## src/rtl/id_confirm_if.sv

```systemverilog
// ============================================================================
// Module  : id_confirm_if
// Brief   : Raw classifier sample in, confirmed id out.
// Revision: 1.0
// ============================================================================
`default_nettype none

interface id_confirm_if;
    logic [2:0] raw_id;
    logic       raw_valid;
    logic [2:0] id;
    logic       id_valid;
    logic       id_locked;
    logic       alarm;

    modport master (
        output raw_id, raw_valid,
        input  id, id_valid, id_locked, alarm
    );

    modport slave (
        input  raw_id, raw_valid,
        output id, id_valid, id_locked, alarm
    );
endinterface

`default_nettype wire

```

## src/rtl/id_confirm_filter.sv

```systemverilog
// ============================================================================
// Module  : id_confirm_filter
// Brief   : Confirms a raw 3-bit identity over consecutive samples and holds it.
//           Optional impersonation alarm built when ID_MISMATCH_ALARM_EN is defined.
// Revision: 1.0
// ============================================================================
`default_nettype none

module id_confirm_filter #(
    parameter int CONFIRM_COUNT = 3,
    parameter int HOLD_CYCLES   = 50000000,
    parameter int HOLD_W        = 26,
    parameter int ALARM_COUNT   = 2
) (
    input  wire logic   clk,
    input  wire logic   rst,
    id_confirm_if.slave bus
);

    typedef enum logic [1:0] {
        S_IDLE   = 2'd0,
        S_TRACK  = 2'd1,
        S_LOCKED = 2'd2
    } state_t;

    localparam logic [3:0]        c_CONFIRM   = 4'(CONFIRM_COUNT);
    localparam logic [HOLD_W-1:0] c_HOLD_LAST = HOLD_W'(HOLD_CYCLES - 1);

    function automatic logic is_known(input logic [2:0] code);
        case (code)
            3'b001, 3'b010, 3'b011, 3'b101, 3'b110: is_known = 1'b1;
            default:                                is_known = 1'b0;
        endcase
    endfunction

    state_t            r_state, w_state;
    logic [2:0]        r_cand, w_cand;
    logic [3:0]        r_streak, w_streak;
    logic [HOLD_W-1:0] r_hold, w_hold;
    logic [2:0]        r_id, w_id;
    logic              r_id_valid, w_id_valid;
    logic              r_locked, w_locked;
    logic              w_known;
    logic              w_enter;
    logic              w_release;

    assign w_known = is_known(bus.raw_id);

    always_ff @(posedge clk or posedge rst) begin
        if (rst) begin
            r_state    <= S_IDLE;
            r_cand     <= 3'b000;
            r_streak   <= 4'd0;
            r_hold     <= '0;
            r_id       <= 3'b000;
            r_id_valid <= 1'b0;
            r_locked   <= 1'b0;
        end else begin
            r_state    <= w_state;
            r_cand     <= w_cand;
            r_streak   <= w_streak;
            r_hold     <= w_hold;
            r_id       <= w_id;
            r_id_valid <= w_id_valid;
            r_locked   <= w_locked;
        end
    end

    always_comb begin
        w_state    = r_state;
        w_cand     = r_cand;
        w_streak   = r_streak;
        w_hold     = r_hold;
        w_id       = r_id;
        w_id_valid = 1'b0;
        w_locked   = r_locked;
        w_enter    = 1'b0;
        w_release  = 1'b0;

        case (r_state)
            S_IDLE: begin
                if (bus.raw_valid && w_known) begin
                    w_cand   = bus.raw_id;
                    w_streak = 4'd1;
                    if (c_CONFIRM <= 4'd1) w_enter = 1'b1;
                    else                   w_state = S_TRACK;
                end
            end
            S_TRACK: begin
                if (bus.raw_valid) begin
                    if (bus.raw_id == r_cand) begin
                        if (r_streak + 4'd1 >= c_CONFIRM) begin
                            w_streak = c_CONFIRM;
                            w_enter  = 1'b1;
                        end else begin
                            w_streak = r_streak + 4'd1;
                        end
                    end else if (w_known) begin
                        w_cand   = bus.raw_id;
                        w_streak = 4'd1;
                    end else begin
                        w_state  = S_IDLE;
                        w_streak = 4'd0;
                    end
                end
            end
            S_LOCKED: begin
                // Samples are ignored here; only the hold timer drives the exit.
                if (r_hold == c_HOLD_LAST) w_release = 1'b1;
                else                       w_hold    = r_hold + 1'b1;
            end
            default: w_state = S_IDLE;
        endcase

        if (w_enter) begin
            w_state    = S_LOCKED;
            w_id       = w_cand;
            w_id_valid = 1'b1;
            w_locked   = 1'b1;
            w_hold     = '0;
        end
        if (w_release) begin
            w_state  = S_IDLE;
            w_id     = 3'b000;
            w_locked = 1'b0;
            w_hold   = '0;
            w_streak = 4'd0;
        end
    end

    assign bus.id        = r_id;
    assign bus.id_valid  = r_id_valid;
    assign bus.id_locked = r_locked;

`ifdef ID_MISMATCH_ALARM_EN
    localparam logic [3:0] c_ALARM_LIM = 4'(ALARM_COUNT);

    logic [3:0] r_mism, w_mism;
    logic       r_alarm, w_alarm;

    always_ff @(posedge clk or posedge rst) begin
        if (rst) begin
            r_mism  <= 4'd0;
            r_alarm <= 1'b0;
        end else begin
            r_mism  <= w_mism;
            r_alarm <= w_alarm;
        end
    end

    always_comb begin
        w_mism  = r_mism;
        w_alarm = r_alarm;
        if (w_enter || w_release) begin
            w_mism  = 4'd0;
            w_alarm = 1'b0;
        end else if (r_state == S_LOCKED && bus.raw_valid && w_known && bus.raw_id != r_id) begin
            if (r_mism < c_ALARM_LIM) w_mism = r_mism + 4'd1;
            if (w_mism >= c_ALARM_LIM) w_alarm = 1'b1;
        end
    end

    assign bus.alarm = r_alarm;
`else
    assign bus.alarm = 1'b0;
`endif

endmodule

`default_nettype wire

```

## src/flat_wrapper.sv

```systemverilog
// flat-port wrapper written by rule: the top's interface ports become plain ports
module id_confirm_filter_flat 
#(
    parameter int CONFIRM_COUNT = 3,
    parameter int HOLD_CYCLES   = 50000000,
    parameter int HOLD_W        = 26,
    parameter int ALARM_COUNT   = 2
)
  (clk, rst, bus_raw_id, bus_raw_valid, bus_id, bus_id_valid, bus_id_locked, bus_alarm);
  id_confirm_if bus_i ();
  input  wire logic clk;
  input  wire logic rst;
  input wire logic [$bits(bus_i.raw_id)-1:0] bus_raw_id;
  input wire logic [$bits(bus_i.raw_valid)-1:0] bus_raw_valid;
  output wire logic [$bits(bus_i.id)-1:0] bus_id;
  output wire logic [$bits(bus_i.id_valid)-1:0] bus_id_valid;
  output wire logic [$bits(bus_i.id_locked)-1:0] bus_id_locked;
  output wire logic [$bits(bus_i.alarm)-1:0] bus_alarm;
  assign bus_i.raw_id = bus_raw_id;
  assign bus_i.raw_valid = bus_raw_valid;
  assign bus_id = bus_i.id;
  assign bus_id_valid = bus_i.id_valid;
  assign bus_id_locked = bus_i.id_locked;
  assign bus_alarm = bus_i.alarm;
  id_confirm_filter #(.CONFIRM_COUNT(CONFIRM_COUNT), .HOLD_CYCLES(HOLD_CYCLES), .HOLD_W(HOLD_W), .ALARM_COUNT(ALARM_COUNT)) u_core (.clk(clk), .rst(rst), .bus(bus_i));
endmodule
```

## config.mk

```make
export PLATFORM = sky130hd
export DESIGN_NAME = id_confirm_filter_flat
export DESIGN_NICKNAME = d
export VERILOG_FILES = /design/src/rtl/id_confirm_if.sv /design/src/rtl/id_confirm_filter.sv /design/src/flat_wrapper.sv
export SDC_FILE = /design/constraint.sdc
export NUM_CORES = 1
export LEC_CHECK = 0
export ABC_AREA = 1
export CAP_MARGIN = 20
export CORE_MARGIN = 2
export CORE_UTILIZATION = 40
export DETAILED_ROUTE_END_ITERATION = 10
export SKIP_LAST_GASP = 1
export SYNTH_ARGS = -nofsm -noshare
export SYNTH_HDL_FRONTEND = slang
export SYNTH_SLANG_ARGS = --single-unit
```

## constraint.sdc

```tcl
create_clock -name clk -period 2.2 [get_ports clk]
set_input_delay 0.44 -clock clk [delete_from_list [all_inputs] [get_ports clk]]
set_output_delay 0.44 -clock clk [all_outputs]
set_load 0.02 [all_outputs]
```

==> impl_results.md <==
* Multi-input logic area at roughly 1500 sq um
* Final hold slack at approximately 0.45 ns
* Post-route minimum period at 1.97 ns
* Ports at 12
* Worst skew pair latency at 0.29 ns
* Die Ht at between 80 and 90 microns
* Placed Cells at just over 500
* Routed wire length at slightly above 7000 microns
* Mapped Nets at between 400 and 500
* Via Count at 2693
* Crit path DAT at 2.14 ns
* PortBufs at 10
* Gpl congestion at 0.937
* Number of nets in the layout at approximately 450
* Crit Path Max Fanout at 13
* Row cnt at 30
* Setup TNS at 0 ns
* Total power draw at between 1 and 1.5 mW
* Final hold vios at 0
* Pre-CTS setup slack at 0.0995 ns
* Clk root buf: clkbuf_8
* Finished Core Util at 0.458
* Sequential cell area fraction in the yosys report at 0.366
* Power Density at 447 nW/um^2
* Syn. warnings at 0
* Synth Instances at about 420
* Final-layout fill cell count at approximately 680
* CP startpoint kind: flip-flop
* Placed Area at roughly 3000 sq um
* Crit share post-route at 0.895
* Vias in the first global route at between 2000 and 3000
* Global-route wire length before repair at 12200 microns
* Slew Limit Fails at 0
* DRT iter0 DRCs at roughly 160
* Mapped Area at 2740 sq um
* Cts bufs inserted at 5
* Critical Path RT at roughly 2.4 ns
* Antenna violations before repair at 0
* CP Class: reg2reg
* Yosys reg bits at 40
* RSZ-0062 raised after global routing: no
* Sink Count at 40
* All-Layer GR Usage at 0.212
* Crit end category: flip-flop
* Final std cells w/o fill at ~520
* Register area at between 1000 and 1500 sq um
* Final instance area at around 3000 sq um
* Relative slew slack at 0.578
* Commonest non-fill, non-tap cell in the layout: nand2_1
* DR pass1 iterations at 5
* Number of diodes at 0
* Total grt overflow at 0
* Syn avg cell area at around 6.6 sq um
* CTS Hold Bufs at 0
* Outcome: completed
* H-tree lvl count at 2
* Post-CTS Setup Bufs at 0
* Post-route ant nets at 0
* HPWL Detailed at 5690 microns
* Post-CTS sizing at 0
* Most frequent cells in the layout: nand2_1, nor2_1, inv_1
* Max VDD drop at between 0.2 and 0.25 mV
* CTS tree: yes
* MaxCap Viol Count at 0
* HP Class: in2async
* Leakage at between 1 and 1.5 nW
* Max Fclk at a little over 500 MHz
* Post-DR wirelength/cell at about 14 microns
* Vias per cell at ~5.2
* Core Area at roughly 6700 sq um
* Final setup fails at 0
* Initial Utilization at 0.407
* Clk buf depth at 2
* DRC violations left at 0
* Setup Skew at 0.00555 ns
* Clock slew at reported path FFs at 0.08 ns
* Netlist cell types at 28
* Setup ws final at roughly 0.23 ns
* Largest net degree at the start of global routing at 19
* Die area at roughly 7500 sq um
* Slew @ Worst Pin at about 0.63 ns
* P&R area growth vs syn at 12.5%
* Layout cell share with drive strength beyond 1 at 0.0816
* DIE WIDTH at 86.7 microns
critical path: stages (launching register included):
cell and delay (ns):
dfrtp_1 0.41, ha_1 0.26, nand2_2 0.10, nor2_4 0.09
nand3_1 0.07, nor2_1 0.10, nand3_1 0.32, buf_4 0.33
nand3_1 0.10, o21ai_0 0.07
cells in the mapped netlist:
library cell	instances	area, sq um
nor2_2	1	6.26
nor2_4	3	33.8
buf_6	2	22.5
xor2_1	7	61.3
ha_1	3	37.5
buf_8	1	15.0
xnor2_1	3	26.3
conb_1	1	3.75
nand3_4	1	17.5
a21oi_2	1	8.76
nand4_1	10	62.6
nand3_1	43	215
inv_2	4	15.0
dfrtp_1	40	1000
nand3_2	1	10.0
o221ai_1	1	8.76
nand2_4	1	11.3
o21ai_0	21	105
o211ai_1	3	22.5
buf_2	2	10.0
nand2_2	1	6.26
buf_4	5	37.5
a21oi_1	7	35.0
nor2_1	62	233
inv_1	45	169
o21ai_1	2	10.0
nor3_1	4	20.0
nand2_1	142	533
registers in the layout, summed over array words and instances (netlist names):
register	cells
u_core.bus.id_locked	1
u_core.bus.id_valid	1
u_core.r_state	2
u_core.r_streak	4
u_core.r_cand	3
u_core.r_hold	26
u_core.bus.id	3
where the power goes:
group | switching (mW) | internal [mW]
Sequential | 0 | 0.734
Combinational | 0.0333 | 0.0170
Clock | 0.256 | 0.337
path summary, 6_finish.rpt:
check / end / cells after the start / start / slack [ns]
worst max-delay path: u_core.r_hold[15] / 9 / u_core.r_hold[0] / 0.23
worst min-delay path: u_core.r_hold[5] / 2 / rst / 0.45
worst max register to register: u_core.r_hold[15] / 9 / u_core.r_hold[0] / 0.23
worst min register to register: u_core.bus.id_locked / 2 / u_core.bus.id_locked / 0.51
max in group asynchronous: u_core.r_hold[21] / 3 / rst / 1.18
min in group clk: u_core.bus.id_locked / 2 / u_core.bus.id_locked / 0.51
cell type report:
cell class / count / area share
multi-input cells: 318 / 0.476
well taps: 80 / 0.0325
clock buffers: 6 / 0.0236
flip-flops and latches: 40 / 0.325
repair buffers: 26 / 0.0715
inverters: 49 / 0.0597
clock inverters: 2 / 0.0114
routing by layer:
layer / vias up / wire length (microns) / GRT usage
met5: - / 0 / 0
met4: 0 / 201 / 0.0838
met3: 17 / 250 / 0.0324
met2: 67 / 3500 / 0.362
met1: 1251 / 3260 / 0.268
li1: 1358 / - / -
cell families (layout without fill, tap and decap cells):
| group | count (synthesis) | count (layout) | synth area share |
|---|---|---|---|
| adders and majority gates | 3 | 3 | 0.0137 |
| AOI/OAI and AO/OA | 35 | 35 | 0.0695 |
| and+or+nand+nor | 269 | 269 | 0.420 |
| other | 1 | 1 | 0.00137 |
| DFF | 40 | 40 | 0.366 |
| buffers and inverters | 59 | 83 | 0.0983 |
| xor gates and xnor gates | 10 | 10 | 0.0320 |
Note: power is estimated with default switching activity, not from simulation.
